===== config.mk =====
export PLATFORM = sky130hd
export DESIGN_NAME = stream_unpacker
export DESIGN_NICKNAME = d
export VERILOG_FILES = /design/src/rtl/stream_pkg.sv /design/src/rtl/stream_unpacker_lane_pick.sv /design/src/rtl/stream_unpacker.sv
export SDC_FILE = /design/constraint.sdc
export NUM_CORES = 1
export LEC_CHECK = 0
export ABC_AREA = 1
export BUFFER_PORTS_ARGS = -buffer_cell sky130_fd_sc_hd__buf_2
export CAP_MARGIN = 20
export CORE_MARGIN = 2
export CORE_UTILIZATION = 44
export DETAILED_ROUTE_END_ITERATION = 7
export PLACE_DENSITY_LB_ADDON = 0.12
export SLEW_MARGIN = 30
export SYNTH_ARGS = -nofsm -noshare
export SYNTH_HDL_FRONTEND = slang
export SYNTH_SLANG_ARGS = --single-unit
export TNS_END_PERCENT = 100

===== constraint.sdc =====
create_clock -name clk -period 1.8 [get_ports clk]
set_clock_uncertainty 0.2 [all_clocks]
set_input_delay 0.36 -clock clk [delete_from_list [all_inputs] [get_ports clk]]
set_output_delay 0.36 -clock clk [all_outputs]
set_load 0.01 [all_outputs]

===== src/rtl/stream_pkg.sv =====
// Shared helpers for the stream width converters: lane-mask bit tricks.
package stream_pkg;

    // Widest lane mask the helpers accept; callers zero-extend narrower masks.
    localparam int MASK_W = 64;

    // One-hot of the lowest set bit (all zeros when the mask is empty).
    function automatic logic [MASK_W-1:0] lowest_set(input logic [MASK_W-1:0] mask);
        return mask & (~mask + MASK_W'(1));
    endfunction

    // True when exactly one bit of the mask is set.
    function automatic logic is_onehot(input logic [MASK_W-1:0] mask);
        return (mask != '0) && ((mask & (mask - MASK_W'(1))) == '0);
    endfunction

endpackage


===== src/rtl/stream_unpacker_lane_pick.sv =====
// Combinational lane selector: picks the lowest enabled lane of the held word
// and produces the mask that remains once that lane has been emitted.
module lane_pick
    import stream_pkg::*;
#(
    parameter int NARROW_WIDTH = 8,
    parameter int RATIO        = 4
) (
    input  logic [NARROW_WIDTH*RATIO-1:0] hold_data,
    input  logic [RATIO-1:0]              hold_keep,
    output logic [NARROW_WIDTH-1:0]       lane_data,
    output logic [RATIO-1:0]              pick_onehot,
    output logic [RATIO-1:0]              next_mask
);

    logic [NARROW_WIDTH-1:0] masked_lane [RATIO];

    // Lowest set bit; upper bits of the wide helper result are always zero.
    assign pick_onehot = RATIO'(lowest_set(MASK_W'(hold_keep)));
    assign next_mask   = hold_keep & ~pick_onehot;

    // One-hot AND-OR mux: works for any RATIO, no index arithmetic involved.
    generate
        for (genvar gi = 0; gi < RATIO; gi++) begin : g_lane
            assign masked_lane[gi] = pick_onehot[gi] ?
                hold_data[gi*NARROW_WIDTH +: NARROW_WIDTH] : '0;
        end
    endgenerate

    // OR-reduce the gated lanes into the output beat.
    always_comb begin
        lane_data = '0;
        for (int i = 0; i < RATIO; i++) begin
            lane_data = lane_data | masked_lane[i];
        end
    end

endmodule


===== src/rtl/stream_unpacker.sv =====
// Valid/ready width downsizer: holds one wide word and emits its enabled lanes
// lowest-first as narrow beats, one per cycle, with no bubble between words.
module stream_unpacker
    import stream_pkg::*;
#(
    parameter int NARROW_WIDTH = 8,
    parameter int RATIO        = 4
) (
    input  logic                          clk,
    input  logic                          rst,
    input  logic [NARROW_WIDTH*RATIO-1:0] s_data,
    input  logic [RATIO-1:0]              s_keep,
    input  logic                          s_last,
    input  logic                          s_valid,
    output logic                          s_ready,
    output logic [NARROW_WIDTH-1:0]       m_data,
    output logic                          m_last,
    output logic                          m_valid,
    input  logic                          m_ready,
    output logic                          drop_last
);

    localparam int DATA_W = NARROW_WIDTH * RATIO;

    logic [DATA_W-1:0] hold_data_reg, hold_data_next;
    logic [RATIO-1:0]  hold_keep_reg, hold_keep_next;
    logic              hold_last_reg, hold_last_next;
    logic              drop_last_reg, drop_last_next;

    logic [RATIO-1:0]  pick_onehot;
    logic [RATIO-1:0]  next_mask;
    logic              one_left;
    logic              in_hs;
    logic              out_hs;

    lane_pick #(
        .NARROW_WIDTH (NARROW_WIDTH),
        .RATIO        (RATIO)
    ) u_lane_pick (
        .hold_data   (hold_data_reg),
        .hold_keep   (hold_keep_reg),
        .lane_data   (m_data),
        .pick_onehot (pick_onehot),
        .next_mask   (next_mask)
    );

    assign one_left  = is_onehot(MASK_W'(hold_keep_reg));
    assign m_valid   = |hold_keep_reg;
    assign m_last    = hold_last_reg & one_left;
    // Ready depends only on state and m_ready, never on s_valid.
    assign s_ready   = ~m_valid | (m_ready & one_left);
    assign in_hs     = s_valid & s_ready;
    assign out_hs    = m_valid & m_ready;
    assign drop_last = drop_last_reg;

    // Next-state: clear the emitted lane, but a newly accepted word wins.
    always_comb begin
        hold_data_next = hold_data_reg;
        hold_keep_next = hold_keep_reg;
        hold_last_next = hold_last_reg;
        drop_last_next = in_hs & s_last & (s_keep == '0);
        if (out_hs) begin
            hold_keep_next = next_mask;
        end
        if (in_hs) begin
            hold_data_next = s_data;
            hold_keep_next = s_keep;
            hold_last_next = s_last;
        end
    end

    // Control state: reset discards any remaining lanes.
    always_ff @(posedge clk) begin
        if (rst) begin
            hold_keep_reg <= '0;
            drop_last_reg <= 1'b0;
        end else begin
            hold_keep_reg <= hold_keep_next;
            drop_last_reg <= drop_last_next;
        end
    end

    // Payload state: only meaningful while lanes remain, so left unreset.
    always_ff @(posedge clk) begin
        hold_data_reg <= hold_data_next;
        hold_last_reg <= hold_last_next;
    end

    // pick_onehot is consumed inside lane_pick; keep it observable here too.
    logic unused_pick;
    assign unused_pick = ^pick_onehot;

endmodule


Word-level counts from Yosys, hierarchy flattened --
Index checks and enable logic that the tools add are counted.
Operators by class: $add $sub $neg 2, multipliers 0, div/mod/pow operators 0, order comparisons 0, eq/ne operators 0, shift-type cells 0, muxes and demuxes 6, bitwise gates (word level) 16, reduce and logical (&&, ||, !) cells 6
Operators by type and width (count):
- $and A4 B64 Y64 | 1
- $logic_not A64 Y1 | 1
- $mux W8 | 4
- $or A8 B8 Y8 | 3
- $and A4 B4 Y4 | 2
- $mux W4 | 2
- $not A4 Y4 | 2
- $and A1 B1 Y1 | 6
- $sub A4 B1 Y5 const B | 1
- $add A4 B1 Y4 const B | 1
- $logic_not A4 Y1 | 1
- $reduce_bool A4 Y1 | 1
- $reduce_or A4 Y1 | 1
- $reduce_bool A2 Y1 | 1
- $logic_and A1 B1 Y1 | 1
- $not A1 Y1 | 1
- $or A1 B1 Y1 | 1
Word-level totals: bits in registers 38, latch bits 0, memory bits (writable) 0, ROM bits 0, input bits 41, logic and storage cells 34, memories kept 0

Logic depth before layout (Yosys ltp) --
depth in word-level cells 9, mapped depth 9

By module --
From an unflattened synthesis, not the netlist that was laid out.
Unflattened totals: cell total of the unflattened synthesis 174, area total of the unflattened synthesis 1771.7 um2
Modules (own cells, without submodules):
- stream_unpacker | times used 1, cells each 96, area each 1390.1 um2
- lane_pick | times used 1, cells each 78, area each 381.6 um2

Least setup slack after synthesis --
OpenSTA, ideal clock, no wires.
path type register to register, start register hold_keep_reg[0], end register hold_data_reg[0], enable pin, library setup time 0.384 ns, arrival 1.397 ns, data required time 1.216 ns, path slack -0.182 ns, cell stages (with the launch flop) 6, cell sequence dfxtp_1 -> nor2_4 -> nor2_1 -> nor2_2 -> nand3_2 -> a21oi_4
Between the ends: cells in the longest elaborated chain, start to end 7
Ends and longest elaborated chain:
- start: declaration | RTL line stream_unpacker.sv:26 | logic [RATIO-1:0] hold_keep_reg, hold_keep_next;
- start signal: assignment | RTL line stream_unpacker.sv:78 | hold_keep_reg <= hold_keep_next;
- $sub A4 B1 Y5 | RTL line stream_pkg.sv:14 | return (mask != '0) && ((mask & (mask - MASK_W'(1))) == '0);
- $and A4 B64 Y64 | RTL line stream_pkg.sv:14
- $logic_not A64 Y1 | RTL line stream_pkg.sv:14
- $logic_and A1 B1 Y1 | RTL line stream_pkg.sv:14
- $and A1 B1 Y1 | RTL line stream_unpacker.sv:51 | assign s_ready = ~m_valid | (m_ready & one_left);
- $or A1 B1 Y1 (*) | RTL line stream_unpacker.sv:51
- $and A1 B1 Y1 (*) | RTL line stream_unpacker.sv:52 | assign in_hs = s_valid & s_ready;
- net in_hs | RTL line stream_unpacker.sv:33 | logic in_hs;
- end signal: assignment | RTL line stream_unpacker.sv:85 | hold_data_reg <= hold_data_next;
- end: declaration | RTL line stream_unpacker.sv:25 | logic [DATA_W-1:0] hold_data_reg, hold_data_next;
The timed path passes the listed nets; every way through them passes the cells marked *. A chain may end at the register's enable or synchronous reset.

Worst setup path after layout --
start register hold_keep_reg[0], end output port m_data[2]
Between the ends: cells in the longest elaborated chain, start to end 7
Ends and longest elaborated chain:
- $not A4 Y4 | RTL line stream_pkg.sv:9 | return mask & (~mask + MASK_W'(1));
- $add A4 B1 Y4 | RTL line stream_pkg.sv:9
- $and A4 B4 Y4 (*) | RTL line stream_pkg.sv:9
- $mux W8 | RTL line stream_unpacker_lane_pick.sv:25 | assign masked_lane[gi] = pick_onehot[gi] ?
- $or A8 B8 Y8 (2 in a row) | RTL line stream_unpacker_lane_pick.sv:34 | lane_data = lane_data | masked_lane[i];
- $or A8 B8 Y8 (*) | RTL line stream_unpacker_lane_pick.sv:34
- end: declaration | RTL line stream_unpacker.sv:16 | output logic [NARROW_WIDTH-1:0] m_data,
Mark *: on every way between the ends. The rest lies on a longest branch, timed or not.

==> impl_results.md <==
* Final ANT Viol Nets at 0
* Final hold vios at 0
* CORE AREA at 3311 µm²
* First DRT Iteration DRCs at 45
* Post-synthesis sequential area ratio at 72.31%
* Initial Utilization at 45.58%
* DRC at 0
* Syn. warnings at 0
* Dpl hpwl at 2.105 mm
* Status: finished, violations left
* Reg-to-reg startpoint: hold_keep_reg[0]
* Post-synth cell types at 21
* Top cells by area, synth: edfxtp_1 66%, nand2_1 11%, dfxtp_1 6.6%
* Via count at 1324
* RSZ-0062 raised after global routing: yes
* Clk buf depth at 2
* Antenna cells at 0
* CP Capture Type: output port
* Mapped cell area at 1509 µm²
* Width of the die at 62.56 µm
* Placed instance area at 1883 µm²
* Most common cell after layout, fill and taps aside: buf_2
* First-pass GRT wire length at 5.740 mm
* HP Class: primary input to flip-flop
* Area leader, netlist: edfxtp_1
* Final worst setup slack at -0.1945 ns
* Slew @ Worst Pin at 0.1737 ns
* Die Height at 62.56 µm
* H-tree Lvls at 2
* Hold_sp: s_keep[2]
* TritonCTS Buffers at 5
* Total gr overflow at 0
* Pwr/cell area at 1281 nW/µm²
* Worst r2r dst: hold_data_reg[3]
* Setup crit start: hold_keep_reg[0]
* Post-Synthesis Cells at 127
* TritonCTS Sinks at 38
* DR vias/cell at 4.712
* Maximum clock rate at 501.4 MHz
* Drt total wl at 3.759 mm
* CP Launch Type: flip-flop
* Hold Path End: hold_keep_reg[2]
* Max reg flops at 32
* Hold Path Depth at 3
* Synthesized area per cell at 11.88 µm²
* Largest net degree at the start of global routing at 21
* Critical path arrival at 1.43 ns
* Slew Viols, Final at 0
* R2R setup slack at -0.16 ns
* Pwr Total at 3200 µW
* Failing checks: setup timing
* Post-layout minimum cycle time at 1.994 ns
* Cells after DPL at 228
* Port buffer count at 52
* Antenna violations before repair at 0
* Global Route Usage Sum at 19.40%
* Standard-cell row count at 21
* Syn-to-layout area delta at 65.51%
* # nets final at 276
* Die area at 3914 µm²
* CTS Root Cell: clkbuf_4
* Drt wl/cell at 13.38 µm
* Commonest cells after routing, fill and taps aside: 50 x buf_2, 44 x nand2_1, 35 x dlygate4sd3_1, 33 x edfxtp_1, 8 x nand4_1
* Required @ worst endpoint at 1.24 ns
* Placer congestion estimate at 0.8242
* CTS tree: built
* Drt pass-1 iters at 4
* Fillers at 237
* Crit-path max FO at 8
* Relative slew slack at 88.42%
* Clock latency at the later pin of the worst-skew pair at 0.33 ns
* Pleak at 0.001073 µW
* Fin cells at 281
* VDD IR-drop max at 0.6641 mV
* Setup TNS at -6.508 ns
* Syn Nets at 168
* Setup-failing EPs final at 47
* Kind of critical path: flip-flop to output port
* Period utilization at 110.8%
* Final instance area at 2497 µm²
* #FFs+latches synth at 38
* Ports at 53
* Layout cells sized above 1 at 39.57%
* Max cap viols at 0
* Vias in the first global route at 1333
* R2R cell count at 9
* Top cell type's share of synthesized area at 65.67%
* Worst-path clk slew at 0.10 ns
-- cells in the mapped netlist --
library cell  instances
nand2_1              46
edfxtp_1             33
inv_1                10
nand4_1               8
dfxtp_1               5
nor2_1                5
nand3_1               3
a21oi_1               2
nand2_2               2
nand3_2               2
a21oi_2               1
a21oi_4               1
a31oi_1               1
buf_2                 1
inv_2                 1
nor2_2                1
nor2_4                1
nor3_1                1
o21ai_0               1
o21ai_1               1
o21ai_2               1
-- power by group --
group | leakage (µW) | internal (µW) | total, µW | switching (µW)
combinational | 0.000675 | 673 | 1380 | 710
sequential | 0.000358 | 1200 | 1270 | 77.6
clock | 0.0000387 | 281 | 542 | 262
total | 0.00107 | 2150 | 3200 | 1050
-- how the worst max path moves through the flow --
stage	end	slack [ns]
final	m_data[2]	-0.19
after global routing	m_data[2]	-0.32
after CTS	m_data[2]	-0.22
after detailed placement	hold_data_reg[8]	0.05
after global placement	hold_data_reg[0]	0.08
after floorplan	hold_data_reg[0]	-0.18
-- what timing repair did --
item / CTS / global route
pin swaps: 4 / 5
hold buffers: 35 / 0
endpoints found under the setup margin: 11 / 47
setup buffers: 5 / 2
hold endpoints to repair: 36 / 0
gates resized for setup: 8 / 6
cloned: 0 / 4
-- area by class of cell --
type / count / area (µm²) / share of cell area (%)
multi-input combinational: 77 / 392.9 / 15.73
tap: 46 / 57.56 / 2.305
clock buffer: 5 / 37.54 / 1.503
clock inverter: 2 / 33.78 / 1.353
timing repair buffer: 102 / 833.3 / 33.37
inverter: 11 / 43.79 / 1.754
sequential: 38 / 1099 / 43.99
-- worst max-delay path, stage by stage (launching register included) --
cell and delay, ns:
dfxtp_4 0.37, nor2_4 0.12, nand2_2 0.08, nor2_2 0.10, buf_6 0.15, nand2_1 0.06, nand4_1 0.08, buf_2 0.14
-- metal layers --
| layer | vias up | wire length (µm) | track usage [%] |
|---|---|---|---|
| met5 | - | 0 | 0 |
| li1 | 656 | - | - |
| met3 | 5 | 132 | 5.045 |
| met4 | 0 | 42 | 6.667 |
| met1 | 628 | 1577 | 20.46 |
| met2 | 35 | 2007 | 36.96 |
-- through the flow --
step | worst slack (ns) | utilization (%) | hold slack [ns]
after floorplan | -0.1760 | - | 0.2217
after global placement | 0.07704 | 56.88 | 0.3033
after detailed placement | 0.05456 | 56.88 | 0.3009
after CTS | -0.2240 | 71.54 | 0.06733
after global routing | -0.3173 | 75.43 | 0.06855
final | -0.1945 | 75.43 | 0.08061
-- logic make-up (layout without fill, tap and decap cells) --
family / count (synthesis) / in the layout / share of synthesized area, %
DFF: 38 / 38 / 72.31
buffers and inverters: 12 / 120 / 3.068
AOI/OAI and AO/OA: 8 / 8 / 3.980
and+or+nand+nor: 69 / 69 / 20.65
Power figures use the tool's default switching activity.
